[src/rtl/inta_cycle_master.sv]
// CPU-side 8259 interrupt-acknowledge initiator: drives the INTA# pulse train,
// captures the PIC data bytes and presents the resulting vector or CALL address.
module inta_cycle_master #(
    parameter int unsigned PULSE_W = 2,
    parameter int unsigned GAP_W   = 2
) (
    input  logic        clk,
    input  logic        reset,
    input  logic        int_req,
    input  logic        ien,
    input  logic        mode_8080,
    input  logic [7:0]  data_in,
    output logic        inta_n,
    output logic        busy,
    output logic [15:0] vector,
    output logic        vector_valid,
    output logic        call_err
);

    localparam int unsigned MAX_W = (PULSE_W > GAP_W) ? PULSE_W : GAP_W;
    localparam int unsigned CW    = (MAX_W > 1) ? $clog2(MAX_W) : 1;
    localparam logic [CW-1:0] LOW_LAST = CW'(PULSE_W - 1);
    localparam logic [CW-1:0] GAP_LAST = CW'(GAP_W - 1);
    localparam logic [7:0]    CALL_OP  = 8'hCD;

    typedef enum logic [1:0] {
        IDLE,
        LOW,
        GAP,
        DONE
    } state_t;

    state_t        state_q;
    logic [CW-1:0] cyc_q;
    logic [1:0]    pnum_q;
    logic          mode_q;
    logic          sync1_q;
    logic          int_s_q;
    logic [7:0]    op_q;
    logic [7:0]    lo_q;
    logic [7:0]    hi_q;
    logic          inta_n_q;
    logic          busy_q;
    logic          valid_q;
    logic          err_q;
    logic [15:0]   vector_q;
    logic [1:0]    last_pnum;

    assign last_pnum    = mode_q ? 2'd2 : 2'd1;
    assign inta_n       = inta_n_q;
    assign busy         = busy_q;
    assign vector       = vector_q;
    assign vector_valid = valid_q;
    assign call_err     = err_q;

    // Two-flop synchronizer for the asynchronous INT level.
    always_ff @(posedge clk or posedge reset) begin
        if (reset) begin
            sync1_q <= 1'b0;
            int_s_q <= 1'b0;
        end else begin
            sync1_q <= int_req;
            int_s_q <= sync1_q;
        end
    end

    always_ff @(posedge clk or posedge reset) begin
        if (reset) begin
            state_q  <= IDLE;
            cyc_q    <= '0;
            pnum_q   <= 2'd0;
            mode_q   <= 1'b0;
            op_q     <= 8'h00;
            lo_q     <= 8'h00;
            hi_q     <= 8'h00;
            inta_n_q <= 1'b1;
            busy_q   <= 1'b0;
            valid_q  <= 1'b0;
            err_q    <= 1'b0;
            vector_q <= 16'h0000;
        end else begin
            case (state_q)
                IDLE: begin
                    if (int_s_q && ien) begin
                        state_q  <= LOW;
                        cyc_q    <= '0;
                        pnum_q   <= 2'd0;
                        mode_q   <= mode_8080;
                        inta_n_q <= 1'b0;
                        busy_q   <= 1'b1;
                    end
                end
                LOW: begin
                    // Bytes are captured on the edge that releases INTA#.
                    if (cyc_q == LOW_LAST) begin
                        state_q  <= GAP;
                        cyc_q    <= '0;
                        inta_n_q <= 1'b1;
                        case (pnum_q)
                            2'd0:    op_q <= data_in;
                            2'd1:    lo_q <= data_in;
                            default: hi_q <= data_in;
                        endcase
                    end else begin
                        cyc_q <= cyc_q + CW'(1);
                    end
                end
                GAP: begin
                    if (cyc_q == GAP_LAST) begin
                        cyc_q <= '0;
                        if (pnum_q != last_pnum) begin
                            state_q  <= LOW;
                            pnum_q   <= pnum_q + 2'd1;
                            inta_n_q <= 1'b0;
                        end else begin
                            state_q  <= DONE;
                            valid_q  <= 1'b1;
                            vector_q <= mode_q ? {hi_q, lo_q} : {8'h00, lo_q};
                            err_q    <= mode_q && (op_q != CALL_OP);
                        end
                    end else begin
                        cyc_q <= cyc_q + CW'(1);
                    end
                end
                DONE: begin
                    state_q <= IDLE;
                    valid_q <= 1'b0;
                    err_q   <= 1'b0;
                    busy_q  <= 1'b0;
                end
                default: begin
                    state_q  <= IDLE;
                    inta_n_q <= 1'b1;
                    busy_q   <= 1'b0;
                    valid_q  <= 1'b0;
                    err_q    <= 1'b0;
                end
            endcase
        end
    end

endmodule

[config.mk]
export PLATFORM = sky130hd
export DESIGN_NAME = inta_cycle_master
export DESIGN_NICKNAME = d
export VERILOG_FILES = /design/src/rtl/inta_cycle_master.sv
export SDC_FILE = /design/constraint.sdc
export NUM_CORES = 1
export LEC_CHECK = 0
export CORE_ASPECT_RATIO = 2
export CORE_MARGIN = 4
export CORE_UTILIZATION = 46
export CTS_BUF_LIST = sky130_fd_sc_hd__clkbuf_8 sky130_fd_sc_hd__clkbuf_16
export DETAILED_ROUTE_END_ITERATION = 10
export PLACE_DENSITY_LB_ADDON = 0.1
export SLEW_MARGIN = 0
export SYNTH_ARGS = -nofsm -noshare
export SYNTH_HDL_FRONTEND = slang
export SYNTH_SLANG_ARGS = --single-unit
[constraint.sdc]
create_clock -name clk -period 3.29 [get_ports clk]
set_clock_uncertainty 0.1 [all_clocks]
set_input_delay 0.658 -clock clk [delete_from_list [all_inputs] [get_ports clk]]
set_output_delay 0.658 -clock clk [all_outputs]
set_load 0.1 [all_outputs]
==> results.sh, run 1 <==
export IMPL_clock_latency_ns=0.30
export IMPL_worst_slew_pin_slew_ns=0.752
export IMPL_gp_congestion=0.734
export IMPL_setup_ws_ns=1.24
export IMPL_p_int_uw=1430
export IMPL_preCtsSetupSlack_ns=1.10
export IMPL_area_growth_pct=18.6
export IMPL_firstDrtPassIters=4
export IMPL_setup_viol=0
export IMPL_wirelength_um=4160
export IMPL_gr_total_overflow=0
export IMPL_core_um2=4640
export IMPL_antennaDiodeCount=0
export IMPL_route_met3_wl_um=145
export IMPL_synth_cells=169
export IMPL_wl_per_cell_um=15.9
export IMPL_die_area_um2=6090
export IMPL_clkSinkCount=52
export IMPL_hold_end="int_s_q"
export IMPL_dpl_hpwl_um=3170
export IMPL_hp_class="flip-flop to flip-flop"
export IMPL_rr_endpoint="vector[6]"
export IMPL_fmax_ghz=0.488
export IMPL_critPathKind="flip-flop to flip-flop"
export IMPL_start_util_pct=48.0
export IMPL_drtIter0Drc=15
export IMPL_synth_warnings=0
export IMPL_cp_slowest_cell="o211ai_4"
export IMPL_met1Wirelength_um=1640
export IMPL_ys_types=36
export IMPL_switching_share_pct=42.1
export IMPL_worstHoldStart="sync1_q"
export IMPL_layoutNonFillerInstCount=261
export IMPL_place_area_um2=2550
export IMPL_holdPathStages=0
export IMPL_finalCritPeriodShare_pct=62.3
export IMPL_vias=1386
export IMPL_drv_cap=0
export IMPL_antenna_found_initial=0
export IMPL_path_cells="and3b_4 > o211ai_4 > mux2_2"
export IMPL_relSlewSlack_pct=49.6
export IMPL_grt_util_all_layers_pct=15.1
export IMPL_synth_edff_count=0
export IMPL_rsz0062_at_grt="false"
export IMPL_synth_nets=189
export IMPL_cp_required_ns=3.37
export IMPL_grt_max_degree=29
export IMPL_yosys_most_used_dff="dfrtp_1"
export IMPL_grt_pass1_wl_um=7090
export IMPL_postCtsHoldBufs=0
export IMPL_outcome="finished clean"
export IMPL_r2r_cells=3
export IMPL_fin_tns_setup_ns=0
export IMPL_avgSynthCellArea_um2=13.2
export IMPL_rows=35
export IMPL_finalHoldViolCount=0
export IMPL_p_seq_share_pct=42.3
export IMPL_route_top_layer_used="met4"
export IMPL_clk_pin_slew_ns=0.09
export IMPL_max_stage_delay_ns=0.61
export IMPL_fp_dieH_um=106
export IMPL_ys_seq_elements=52
export IMPL_design_area_um2=2640
export IMPL_critPathArrivalTime_ns=2.13
export IMPL_crit_path_end_kind="flip-flop"
export IMPL_netlist_area_um2=2230
export IMPL_wl_met2_um=2280
export IMPL_first_global_vias=1487
export IMPL_port_buffer_count=32
export IMPL_leakage_uw=0.00123
export IMPL_ir_drop_uv=585
export IMPL_p_sw_uw=1040
export IMPL_placed_cells=253
export IMPL_htree_levels=2
export IMPL_avgViaCountPerCell=5.31
export IMPL_cts_buffers=5
export IMPL_startpoint_type="flip-flop"
export IMPL_pin_count=33
export IMPL_drive_above_1_share_pct=35.9
export IMPL_cp_max_fo=28
export IMPL_drc=0
export IMPL_power_density_nw_per_um2=938
export IMPL_clkPwrFrac_pct=14.8
export IMPL_postCtsSetupBuffers=0
export IMPL_nets=225
export IMPL_comb_power_share_pct=42.8
export IMPL_drv_slew=0
export IMPL_clockRootBuffer="clkbuf_8"
export IMPL_cts_tree="yes"
export IMPL_worstReg2RegStart="mode_q"
export IMPL_postRouteAntennaNets=0
export IMPL_postSynth_asyncResetShare_pct=100
export IMPL_clockBufferDepth=2
export IMPL_post_cts_resized=0
export IMPL_die_x_um=57.2
export IMPL_ys_seq_area_share_pct=58.4
export IMPL_min_period_ns=2.05
export IMPL_r2r_slack_ns=1.24
metrics by stage:
stage               power (uW)  hold WS (ns)  util [%]
finish                    2480         0.261      57.0
floorplan                 1900         0.231         -
global route              2630         0.275      57.0
CTS                       2510         0.265      57.0
global placement          2100         0.233      55.0
detailed placement        2140         0.243      55.0
cell families (layout without fill, tap and decap cells):
family	count (synthesis)	after routing	share of synthesized area [%]
flops	52	52	58.4
mux	37	37	18.6
simple gates	37	37	9.04
compound gates	22	22	7.02
buf+inv	14	51	2.97
fa+ha+maj	7	7	3.93
synth_stat cells, drive strengths merged, types with 2 or more instances:
master  number  area (um2)
a21oi        3        15.0
buf          4        28.8
dfrtp       51        1280
ha           7        87.6
inv          9        33.8
mux2        36         405
nand2       21        78.8
nand3        3        15.0
nor2         2        7.51
nor3         2        21.3
nor3b        2        26.3
o211ai       2        28.8
o21ai       12        63.8
sequential cells by signal, indices dropped and copies added (netlist names):
| register | cells |
|---|---|
| state_q | 2 |
| inta_n | 1 |
| busy | 1 |
| pnum_q | 2 |
| op_q | 8 |
| vector | 16 |
| vector_valid | 1 |
| mode_q | 1 |
| cyc_q | 1 |
| call_err | 1 |
| sync1_q | 1 |
| int_s_q | 1 |
| lo_q | 8 |
| hi_q | 8 |
worst max-delay path, delay by kind of cell (launching register included):
family	cells	cell delay (ns)
flip-flops	1	0.53
multiplexers	1	0.41
AO/OA/AOI/OAI	1	0.61
AND/OR/NAND/NOR	1	0.28
cell usage in the layout (no fill, tap or decap), drive strengths merged:
cell	instances
clkinv	2
nor2b	1
and3	1
clkbuf	6
a21o	1
a21oi	3
dfrtp	51
ha	7
a22o	1
nor4	1
o211ai	2
nand4b	1
o22ai	1
o21ai	12
clkdlybuf4s50	12
and3b	1
mux2	36
nand3	3
nor3b	2
buf	22
dfstp	1
nand2b	1
nor2	2
a21bo	1
mux2i	1
o41ai	1
nand2	21
inv	9
nor3	2
nand4	1
power groups by stage:
stage | Sequential [uW] | Clock, uW | Combinational [uW]
after floorplan | 1390 | 0 | 502
after global placement | 1050 | 0 | 1050
after detailed placement | 1060 | 0 | 1070
after CTS | 1050 | 383 | 1070
after global routing | 1080 | 411 | 1140
final | 1050 | 367 | 1060
cell type report:
cell class,instances,area [um2]
multi-input combinational,103,861
tap,55,68.8
inverter,9,33.8
timing repair buffer,34,285
clock buffer,6,82.6
clock inverter,2,10.0
fill,406,2000
sequential,52,1300
how the worst max path moves through the flow:
stage,start,endpoint,slack [ns],cells after the start
after floorplan,reset,busy,1.28,1
after global placement,ien,inta_n,1.13,5
after detailed placement,ien,inta_n,1.10,5
after CTS,mode_q,vector[6],1.20,3
after global routing,mode_q,vector[7],1.09,3
final,mode_q,vector[6],1.24,3
routing by layer:
layer | up-vias | track usage, %
met5 | - | 0
met4 | 0 | 6.63
met3 | 7 | 3.04
met2 | 26 | 26.5
met1 | 702 | 17.2
li1 | 651 | -
No activity file was read; power rests on OpenSTA's default activity.
==> run 2, diff against run 1 <==
==> constraint.sdc (replaced) <==
create_clock -name clk -period 2.1 [get_ports clk]
set_clock_uncertainty 0.1 [all_clocks]
set_input_delay 0.42 -clock clk [delete_from_list [all_inputs] [get_ports clk]]
set_output_delay 0.42 -clock clk [all_outputs]
set_load 0.1 [all_outputs]
==> results.sh, run 2 (synthesized netlist as in run 1, its figures left out) <==
export IMPL_outcome="finished clean"
export IMPL_postCtsHoldBufs=0
export IMPL_gp_congestion=0.789
export IMPL_finalCritPeriodShare_pct=91.4
export IMPL_post_cts_resized=0
export IMPL_leakage_uw=0.00124
export IMPL_clockRootBuffer="clkbuf_8"
export IMPL_relSlewSlack_pct=57.0
export IMPL_clkSinkCount=52
export IMPL_final_util_pct=57.8
export IMPL_ir_drop_uv=902
export IMPL_clk_pin_slew_ns=0.10
export IMPL_clock_latency_ns=0.31
export IMPL_top_usage_layer="met2"
export IMPL_layout_commonest_cell="dfrtp_1"
export IMPL_antennaDiodeCount=0
export IMPL_fp_dieH_um=106
export IMPL_drv_cap=0
export IMPL_first_global_vias=1554
export IMPL_multi_input_area_um2=861
export IMPL_min_period_ns=1.92
export IMPL_power_density_nw_per_um2=1470
export IMPL_postCtsSetupBuffers=0
export IMPL_die_area_um2=6090
export IMPL_core_um2=4640
export IMPL_holdWs_ns=0.268
export IMPL_preCtsSetupSlack_ns=0.132
export IMPL_area_growth_pct=20.4
export IMPL_grt_util_all_layers_pct=15.8
export IMPL_wirelength_um=4150
export IMPL_gr_total_overflow=0
export IMPL_grt_max_degree=40
export IMPL_fin_tns_setup_ns=0
export IMPL_die_x_um=57.2
export IMPL_cts_tree="yes"
export IMPL_drc=0
export IMPL_vias=1398
export IMPL_drive_above_1_share_pct=36.5
export IMPL_setup_viol=0
export IMPL_htree_levels=2
export IMPL_setup_ws_ns=0.180
export IMPL_clockBufferDepth=2
export IMPL_drv_slew=0
export IMPL_cts_buffers=5
export IMPL_grt_pass1_wl_um=7360
export IMPL_layout_common_cells="51 x dfrtp_1, 35 x mux2_2, 22 x buf_4, 21 x nand2_1, 12 x clkdlybuf4s50_1"
export IMPL_finalHoldViolCount=0
export IMPL_crit_path_end_kind="flip-flop"
export IMPL_cp_max_fo=6
export IMPL_met2_usage_pct=26.5
export IMPL_place_area_um2=2590
export IMPL_largest_reg_flops=16
export IMPL_dpl_hpwl_um=3120
export IMPL_port_buffer_count=32
export IMPL_antenna_found_initial=0
export IMPL_fill_cells=417
export IMPL_worst_slew_pin_slew_ns=0.642
export IMPL_postRouteAntennaNets=0
export IMPL_firstDrtPassIters=2
export IMPL_nets=227
export IMPL_startpoint_type="flip-flop"
export IMPL_critPathArrivalTime_ns=2.06
export IMPL_rsz0062_at_grt="false"
export IMPL_rows=35
export IMPL_fmax_ghz=0.521
export IMPL_use_met1_pct=18.3
export IMPL_cp_required_ns=2.24
export IMPL_hp_class="input pin to async pin"
export IMPL_drtIter0Drc=37
export IMPL_use_met3_pct=3.04
export IMPL_ff_latch_area_um2=1300
export IMPL_critPathKind="flip-flop to flip-flop"
export IMPL_avgViaCountPerCell=5.32
export IMPL_start_util_pct=48.0
export IMPL_design_area_um2=2680
export IMPL_pin_count=33
export IMPL_wl_per_cell_um=15.8
## run 2: changes by cell type in the layout (fill, tap and decap cells not counted), sizes merged
cell,change
buf,+2
clkinvlp,+2
clkbuf,-1
clkinv,-1
## run 2: report_power, final
part / total, uW / internal (uW) / switching [uW]
Combinational: 1740 / 651 / 1090
Clock: 576 / 236 / 339
Sequential: 1620 / 1380 / 245
Total: 3940 / 2270 / 1670
## run 2: per-stage QoR
step	total power, uW	cells
after global placement	3340	255
after floorplan	2970	169
after global routing	4200	263
after CTS	3990	263
after detailed placement	3400	255
final	3940	263
## run 2: cell type report
| type | count | share of cell area [%] |
|---|---|---|
| Multi-Input combinational cell | 103 | 32.1 |
| Timing Repair Buffer | 36 | 12.1 |
| Tap cell | 55 | 2.56 |
| Clock buffer | 5 | 2.56 |
| Inverter | 9 | 1.26 |
| Sequential cell | 52 | 48.5 |
| Clock inverter | 3 | 0.886 |
## run 2: worst max-delay path, cell delays in order, from the launching register on
cell     delay [ns]
dfrtp_1        0.46
inv_1          0.10
ha_1           0.26
a21bo_2        0.23
o21ai_1        0.12
nor3b_1        0.23
mux2_1         0.35
## run 2: path summary, 6_finish.rpt
path | start | end | slack, ns | cells after the start
setup / recovery | state_q[1] | inta_n | 0.18 | 6
min in group clk | sync1_q | int_s_q | 0.27 | 0
hold reg to reg | sync1_q | int_s_q | 0.27 | 0
setup reg to reg | state_q[1] | inta_n | 0.18 | 6
hold / removal | reset | lo_q[5] | 0.27 | 2
max in group asynchronous | reset | vector[6] | 1.12 | 3
## run 2: routing by layer
layer	up-vias	share of wire (%)
met3	13	3.2
met5	-	0
met4	0	4.1
li1	655	-
met2	28	54
met1	702	39
==> run 3, diff against run 2 <==
--- a/config.mk
+++ b/config.mk
@@ -5,6 +5,7 @@
 export SDC_FILE = /design/constraint.sdc
 export NUM_CORES = 1
 export LEC_CHECK = 0
+export CAP_MARGIN = 20
 export CORE_ASPECT_RATIO = 2
 export CORE_MARGIN = 4
 export CORE_UTILIZATION = 46
==> results of run 3 <==
The final DEF is identical to that of run 2; final timing and power are the same.
